### src/rtl/spi_slave_tx.sv
// SPI mode-0 slave transmitter: oversamples sck/ssel in the clk domain and shifts
// words MSB-first onto miso, fed through a one-word holding register.
module spi_slave_tx #(
    parameter int DATA_WIDTH  = 12,
    parameter int SYNC_STAGES = 2
) (
    input  logic                  clk,
    input  logic                  rst_n,
    input  logic                  sck,
    input  logic                  ssel,
    output logic                  miso,
    output logic                  miso_oe,
    input  logic [DATA_WIDTH-1:0] tx_data,
    input  logic                  tx_valid,
    output logic                  tx_ready,
    output logic                  frame_done,
    output logic                  underrun
);

    localparam int CNT_W = $clog2(DATA_WIDTH);
    localparam logic [CNT_W-1:0] LAST_BIT = CNT_W'(DATA_WIDTH - 1);

    typedef enum logic [1:0] {
        IDLE,
        LOAD,
        SHIFT
    } state_t;

    state_t                  state;
    logic [SYNC_STAGES-1:0]  sck_sync;
    logic [SYNC_STAGES-1:0]  ssel_sync;
    logic                    sck_prev;
    logic                    ssel_prev;
    logic                    sck_rise;
    logic                    sck_fall;
    logic                    ssel_rise;
    logic                    ssel_fall;
    logic [DATA_WIDTH-1:0]   hold_reg;
    logic                    hold_full;
    logic [DATA_WIDTH-1:0]   shift_reg;
    logic [CNT_W-1:0]        bit_cnt;
    logic                    reload;
    logic                    do_load;

    always_ff @(posedge clk) begin
        if (!rst_n) begin
            sck_sync  <= '0;
            ssel_sync <= '1;
            sck_prev  <= 1'b0;
            ssel_prev <= 1'b1;
        end else begin
            sck_sync  <= {sck_sync[SYNC_STAGES-2:0], sck};
            ssel_sync <= {ssel_sync[SYNC_STAGES-2:0], ssel};
            sck_prev  <= sck_sync[SYNC_STAGES-1];
            ssel_prev <= ssel_sync[SYNC_STAGES-1];
        end
    end

    assign sck_rise  =  sck_sync[SYNC_STAGES-1]  & ~sck_prev;
    assign sck_fall  = ~sck_sync[SYNC_STAGES-1]  &  sck_prev;
    assign ssel_rise =  ssel_sync[SYNC_STAGES-1] & ~ssel_prev;
    assign ssel_fall = ~ssel_sync[SYNC_STAGES-1] &  ssel_prev;

    assign tx_ready = ~hold_full;
    // A deselect seen in the LOAD cycle abandons the load, leaving the holding word intact.
    assign do_load  = (state == LOAD) && !ssel_rise;

    always_ff @(posedge clk) begin
        if (!rst_n) begin
            hold_reg  <= '0;
            hold_full <= 1'b0;
        end else if (tx_valid && !hold_full) begin
            hold_reg  <= tx_data;
            hold_full <= 1'b1;
        end else if (do_load && hold_full) begin
            hold_full <= 1'b0;
        end
    end

    always_ff @(posedge clk) begin
        if (!rst_n) begin
            state      <= IDLE;
            shift_reg  <= '0;
            bit_cnt    <= '0;
            reload     <= 1'b0;
            miso       <= 1'b0;
            miso_oe    <= 1'b0;
            frame_done <= 1'b0;
            underrun   <= 1'b0;
        end else begin
            frame_done <= 1'b0;
            underrun   <= 1'b0;
            case (state)
                IDLE: begin
                    miso    <= 1'b0;
                    miso_oe <= 1'b0;
                    if (ssel_fall) begin
                        state   <= LOAD;
                        miso_oe <= 1'b1;
                    end
                end
                LOAD: begin
                    if (ssel_rise) begin
                        state   <= IDLE;
                        bit_cnt <= '0;
                        reload  <= 1'b0;
                        miso    <= 1'b0;
                        miso_oe <= 1'b0;
                    end else begin
                        state     <= SHIFT;
                        shift_reg <= hold_full ? hold_reg : '0;
                        miso      <= hold_full & hold_reg[DATA_WIDTH-1];
                        underrun  <= ~hold_full;
                    end
                end
                SHIFT: begin
                    if (ssel_rise) begin
                        state   <= IDLE;
                        bit_cnt <= '0;
                        reload  <= 1'b0;
                        miso    <= 1'b0;
                        miso_oe <= 1'b0;
                    end else if (sck_rise) begin
                        if (bit_cnt == LAST_BIT) begin
                            bit_cnt    <= '0;
                            frame_done <= 1'b1;
                            reload     <= 1'b1;
                        end else begin
                            bit_cnt <= bit_cnt + CNT_W'(1);
                        end
                    end else if (sck_fall) begin
                        if (reload) begin
                            reload <= 1'b0;
                            state  <= LOAD;
                        end else begin
                            shift_reg <= shift_reg << 1;
                            miso      <= shift_reg[DATA_WIDTH-2];
                        end
                    end
                end
                default: state <= IDLE;
            endcase
        end
    end

endmodule
### config.mk
export PLATFORM = sky130hd
export DESIGN_NAME = spi_slave_tx
export DESIGN_NICKNAME = d
export VERILOG_FILES = /design/src/rtl/spi_slave_tx.sv
export SDC_FILE = /design/constraint.sdc
export NUM_CORES = 1
export LEC_CHECK = 0
export BUFFER_PORTS_ARGS = -buffer_cell sky130_fd_sc_hd__buf_2
export CAP_MARGIN = 20
export CORE_MARGIN = 10
export CORE_UTILIZATION = 40
export CTS_BUF_LIST = sky130_fd_sc_hd__clkbuf_4 sky130_fd_sc_hd__clkbuf_8
export CTS_CLUSTER_SIZE = 24
export DETAILED_ROUTE_END_ITERATION = 8
export GPL_TIMING_DRIVEN = 0
export SYNTH_ARGS = -nofsm -noshare
export SYNTH_HDL_FRONTEND = slang
export SYNTH_SLANG_ARGS = --single-unit
### constraint.sdc
create_clock -name clk -period 1.94 [get_ports clk]
set_clock_uncertainty 0.1 [all_clocks]
set_input_delay 0.194 -clock clk [delete_from_list [all_inputs] [get_ports clk]]
set_output_delay 0.194 -clock clk [all_outputs]
set_load 0.01 [all_outputs]
==> flow_metrics.tcl <==
set metrics [dict create \
    power.net_switching_mw 0.838 \
    syn_avg_cell_area_um2 8.70 \
    routed-via-count 1639 \
    ys_async_sr_fraction_pct 0 \
    leakage_nw 0.992 \
    status "complete, no violations" \
    grt_antenna_before_repair 0 \
    unrepaired_setup_endpoints_after_global_routing "false" \
    n_fill_cell 486 \
    cell_internal_pwr_mw 1.85 \
    report.final.hold_viol_count 0 \
    final_layout_size_suffix_gt1_share_pct 17.3 \
    detailedRoute.firstIterationViolations 93 \
    1st_pass_router_iterations 4 \
    layout-area-overhead-vs-synth_pct 17.5 \
    die_x_extent_um 89.8 \
    floorplan.initialDensity_pct 41.2 \
    ys_ff_latch 41 \
    synth_area_mm2 0.00195 \
    grt_start_max_net_pins 14 \
    clkLatencyLatePin_ns 0.30 \
    die_height_um 89.8 \
    mostFrequentLayoutCell "sky130_fd_sc_hd__nand2_1" \
    clock_tree_from_tritoncts "yes" \
    finalSetupViolations 0 \
    post-place-cells 311 \
    vdd_ir_drop_max_v 0.000494 \
    num_rows 25 \
    worstSetupPathType "reg2reg" \
    holdCritPathClass "in2reg" \
    final_antenna_net_count 0 \
    post-route-cell-area_mm2 0.00229 \
    final-instance-count-excl-fill 321 \
    numnets_final 277 \
    detail_route.drc_violations 0 \
    cts.clk_slew.worst_paths_ns 0.08 \
    total_negative_setup_slack_ns 0 \
    worst_slew_pin_slew_ns 0.542 \
    crit_path_cell_trace "inv_1, ha_2, nor2b_1, a22o_4, and3_1, o21a_1" \
    post_dp_cell_area_mm2 0.00213 \
    slew_headroom_pct 63.9 \
    grt.overflow.total 0 \
    ys.flop_type "sky130_fd_sc_hd__dfxtp_1" \
    vias_per_cell 5.11 \
    wl_per_cell_um 13.7 \
    share_of_the_clock_period_used_by_the_worst_path_after_layout_pct 94.1 \
    clock_buffer_count_from_cts 5 \
    arrival_time_at_the_worst_endpoint_ns 1.92 \
    synthCells 224 \
    ys_types 46 \
    fmax_mhz 548 \
    yosysWarnings 0 \
    final_period_minus_worst_setup_slack_ns 1.83 \
    switching_share_pct 31.2 \
    grt_pass1_vias 1668 \
    sequential_element_share_of_the_synthesized_area_pct 42.1 \
    critical_path.endpoint_type "register" \
    place_congestion 0.770 \
    htreeDepth 2 \
    core_mm2 0.00472 \
    p_comb_share_pct 30.1 \
    globalRouteTotalUtil_pct 11.2 \
    synth_edf_count 0 \
    layout_common_cells "sky130_fd_sc_hd__nand2_1 (58), sky130_fd_sc_hd__dfxtp_1 (41), sky130_fd_sc_hd__buf_2 (27)" \
    crit_slowest_cell "sky130_fd_sc_hd__dfxtp_1" \
    cp_max_fo 7 \
    io_pins 22 \
    cp_slowest_stage_delay_ns 0.42 \
    clk_root_buffer_cell "sky130_fd_sc_hd__clkbuf_8" \
    slew_viol_final 0 \
    place.detailed.hpwl_um 3180 \
    cap_violations 0 \
    critical_path.startpoint_type "register" \
    worst_ep_required_time_ns 2.03 \
    grt_first_pass_wirelength_um 7730 \
    cts-root-to-sink-buffers 2 \
    postCtsSetupBuffers 0 \
    numPortBuffers 20 \
    die-area_mm2 0.00806 \
    largest_register_ffs 12 \
    clock_group_share_of_total_power_pct 30.5 \
    drt-total-wl_um 4400 \
    pwr-share-seq_pct 39.4 \
    power_density_mw_per_mm2 1170 \
    synthesis.nets 248 \
    antenna_cells_inserted 0 \
    clock_sink_count 41 \
]
==> critical path: cells and delay by family, from the launching register on <==
| family | cells | cell delay (ns) |
|---|---|---|
| adder cells (fa/ha/maj) | 1 | 0.34 |
| buffers and inverters | 1 | 0.09 |
| AO/OA/AOI/OAI | 2 | 0.42 |
| flip-flops | 1 | 0.42 |
| AND/OR/NAND/NOR | 2 | 0.34 |
==> path summary, 6_finish.rpt <==
| check | endpoint | slack [ns] | start | depth (start not counted) |
|---|---|---|---|---|
| setup / recovery | bit_cnt[1]$_SDFFE_PN0P_ | 0.11 | state[0]$_SDFFE_PN0P_ | 6 |
| hold reg to reg | ssel_sync[1]$_SDFF_PN1_ | 0.32 | ssel_sync[0]$_SDFF_PN1_ | 1 |
| setup reg to reg | bit_cnt[1]$_SDFFE_PN0P_ | 0.11 | state[0]$_SDFFE_PN0P_ | 6 |
| hold / removal | hold_reg[4]$_SDFFE_PN0P_ | 0.03 | tx_data[4] | 3 |
==> per-stage QoR <==
stage / hold WS (ns) / total power, mW / setup slack, ns / util (%)
6_report: 0.0259 / 2.69 / 0.114 / 48.5
3_5_place_dp: 0.284 / 1.87 / 0.0582 / 45.1
5_1_grt: 0.0159 / 2.85 / 0.0216 / 48.5
4_1_cts: 0.0185 / 2.69 / 0.0453 / 48.4
2_1_floorplan: 0.195 / 1.68 / 0.224 / -
3_3_place_gp: 0.278 / 1.86 / 0.0849 / 45.1
==> cell type report <==
cell class                      instances  area (um2)  area share (%)
Timing Repair Buffer                   22         120            5.25
Clock buffer                            5        68.8            3.01
Buffer                                 13        68.8            3.01
Sequential cell                        41         821            35.9
Inverter                                6        22.5           0.984
Multi-Input combinational cell        164        1040            45.4
Clock inverter                          3        65.1            2.84
Tap cell                               67        83.8            3.66
==> kinds of logic (layout without fill, tap and decap cells) <==
kind of cell             count (synthesis)  after routing  synth area share, %
multiplexers                             2              2                 1.09
flip-flops                              41             41                 42.1
AND/OR/NAND/NOR                         97             97                 24.2
buffers and inverters                   19             49                 4.69
adder cells (fa/ha/maj)                  7              7                 4.50
AO/OA/AOI/OAI                           58             58                 23.4
==> power groups by stage <==
| stage | clock (mW) | combinational, mW | sequential, mW |
|---|---|---|---|
| 3_3_place_gp | 0 | 0.784 | 1.07 |
| 3_5_place_dp | 0 | 0.795 | 1.08 |
| 6_report | 0.818 | 0.809 | 1.06 |
| 4_1_cts | 0.833 | 0.805 | 1.06 |
| 2_1_floorplan | 0 | 0.620 | 1.06 |
| 5_1_grt | 0.869 | 0.907 | 1.07 |
==> synthesized netlist by cell type, types with 2 or more instances <==
master | instances | area [um2]
sky130_fd_sc_hd__and2_1 | 3 | 18.8
sky130_fd_sc_hd__nor2b_1 | 7 | 43.8
sky130_fd_sc_hd__nand2_1 | 58 | 218
sky130_fd_sc_hd__o21ai_1 | 3 | 15.0
sky130_fd_sc_hd__a21boi_1 | 10 | 75.1
sky130_fd_sc_hd__o22ai_1 | 3 | 18.8
sky130_fd_sc_hd__o211ai_1 | 10 | 75.1
sky130_fd_sc_hd__nand3_1 | 2 | 10.0
sky130_fd_sc_hd__inv_1 | 5 | 18.8
sky130_fd_sc_hd__a21oi_1 | 5 | 25.0
sky130_fd_sc_hd__o21a_1 | 2 | 15.0
sky130_fd_sc_hd__a22oi_1 | 2 | 15.0
sky130_fd_sc_hd__nand3b_1 | 4 | 30.0
sky130_fd_sc_hd__nand2b_1 | 7 | 43.8
sky130_fd_sc_hd__o211a_1 | 10 | 100
sky130_fd_sc_hd__ha_1 | 7 | 87.6
sky130_fd_sc_hd__dfxtp_1 | 41 | 821
sky130_fd_sc_hd__clkbuf_1 | 4 | 15.0
sky130_fd_sc_hd__nand4_1 | 2 | 12.5
sky130_fd_sc_hd__nor2_1 | 6 | 22.5
sky130_fd_sc_hd__buf_2 | 7 | 35.0
sky130_fd_sc_hd__a21boi_0 | 2 | 15.0
==> layer usage <==
metal | vias up | share of wire [%] | global-route usage (%)
met1 | 759 | 51 | 14.7
met2 | 38 | 42 | 16.4
met5 | - | 0 | 0
li1 | 834 | - | -
met4 | 0 | 2.0 | 5.53
met3 | 8 | 4.9 | 3.16
==> repair_timing <==
| item | in CTS | in global routing |
|---|---|---|
| setup endpoints to repair | 0 | 2 |
| hold buffers | 2 | 0 |
| endpoints found under the hold margin | 2 | 0 |
| resized for setup | 0 | 1 |
(Power assumes the default switching activity.)
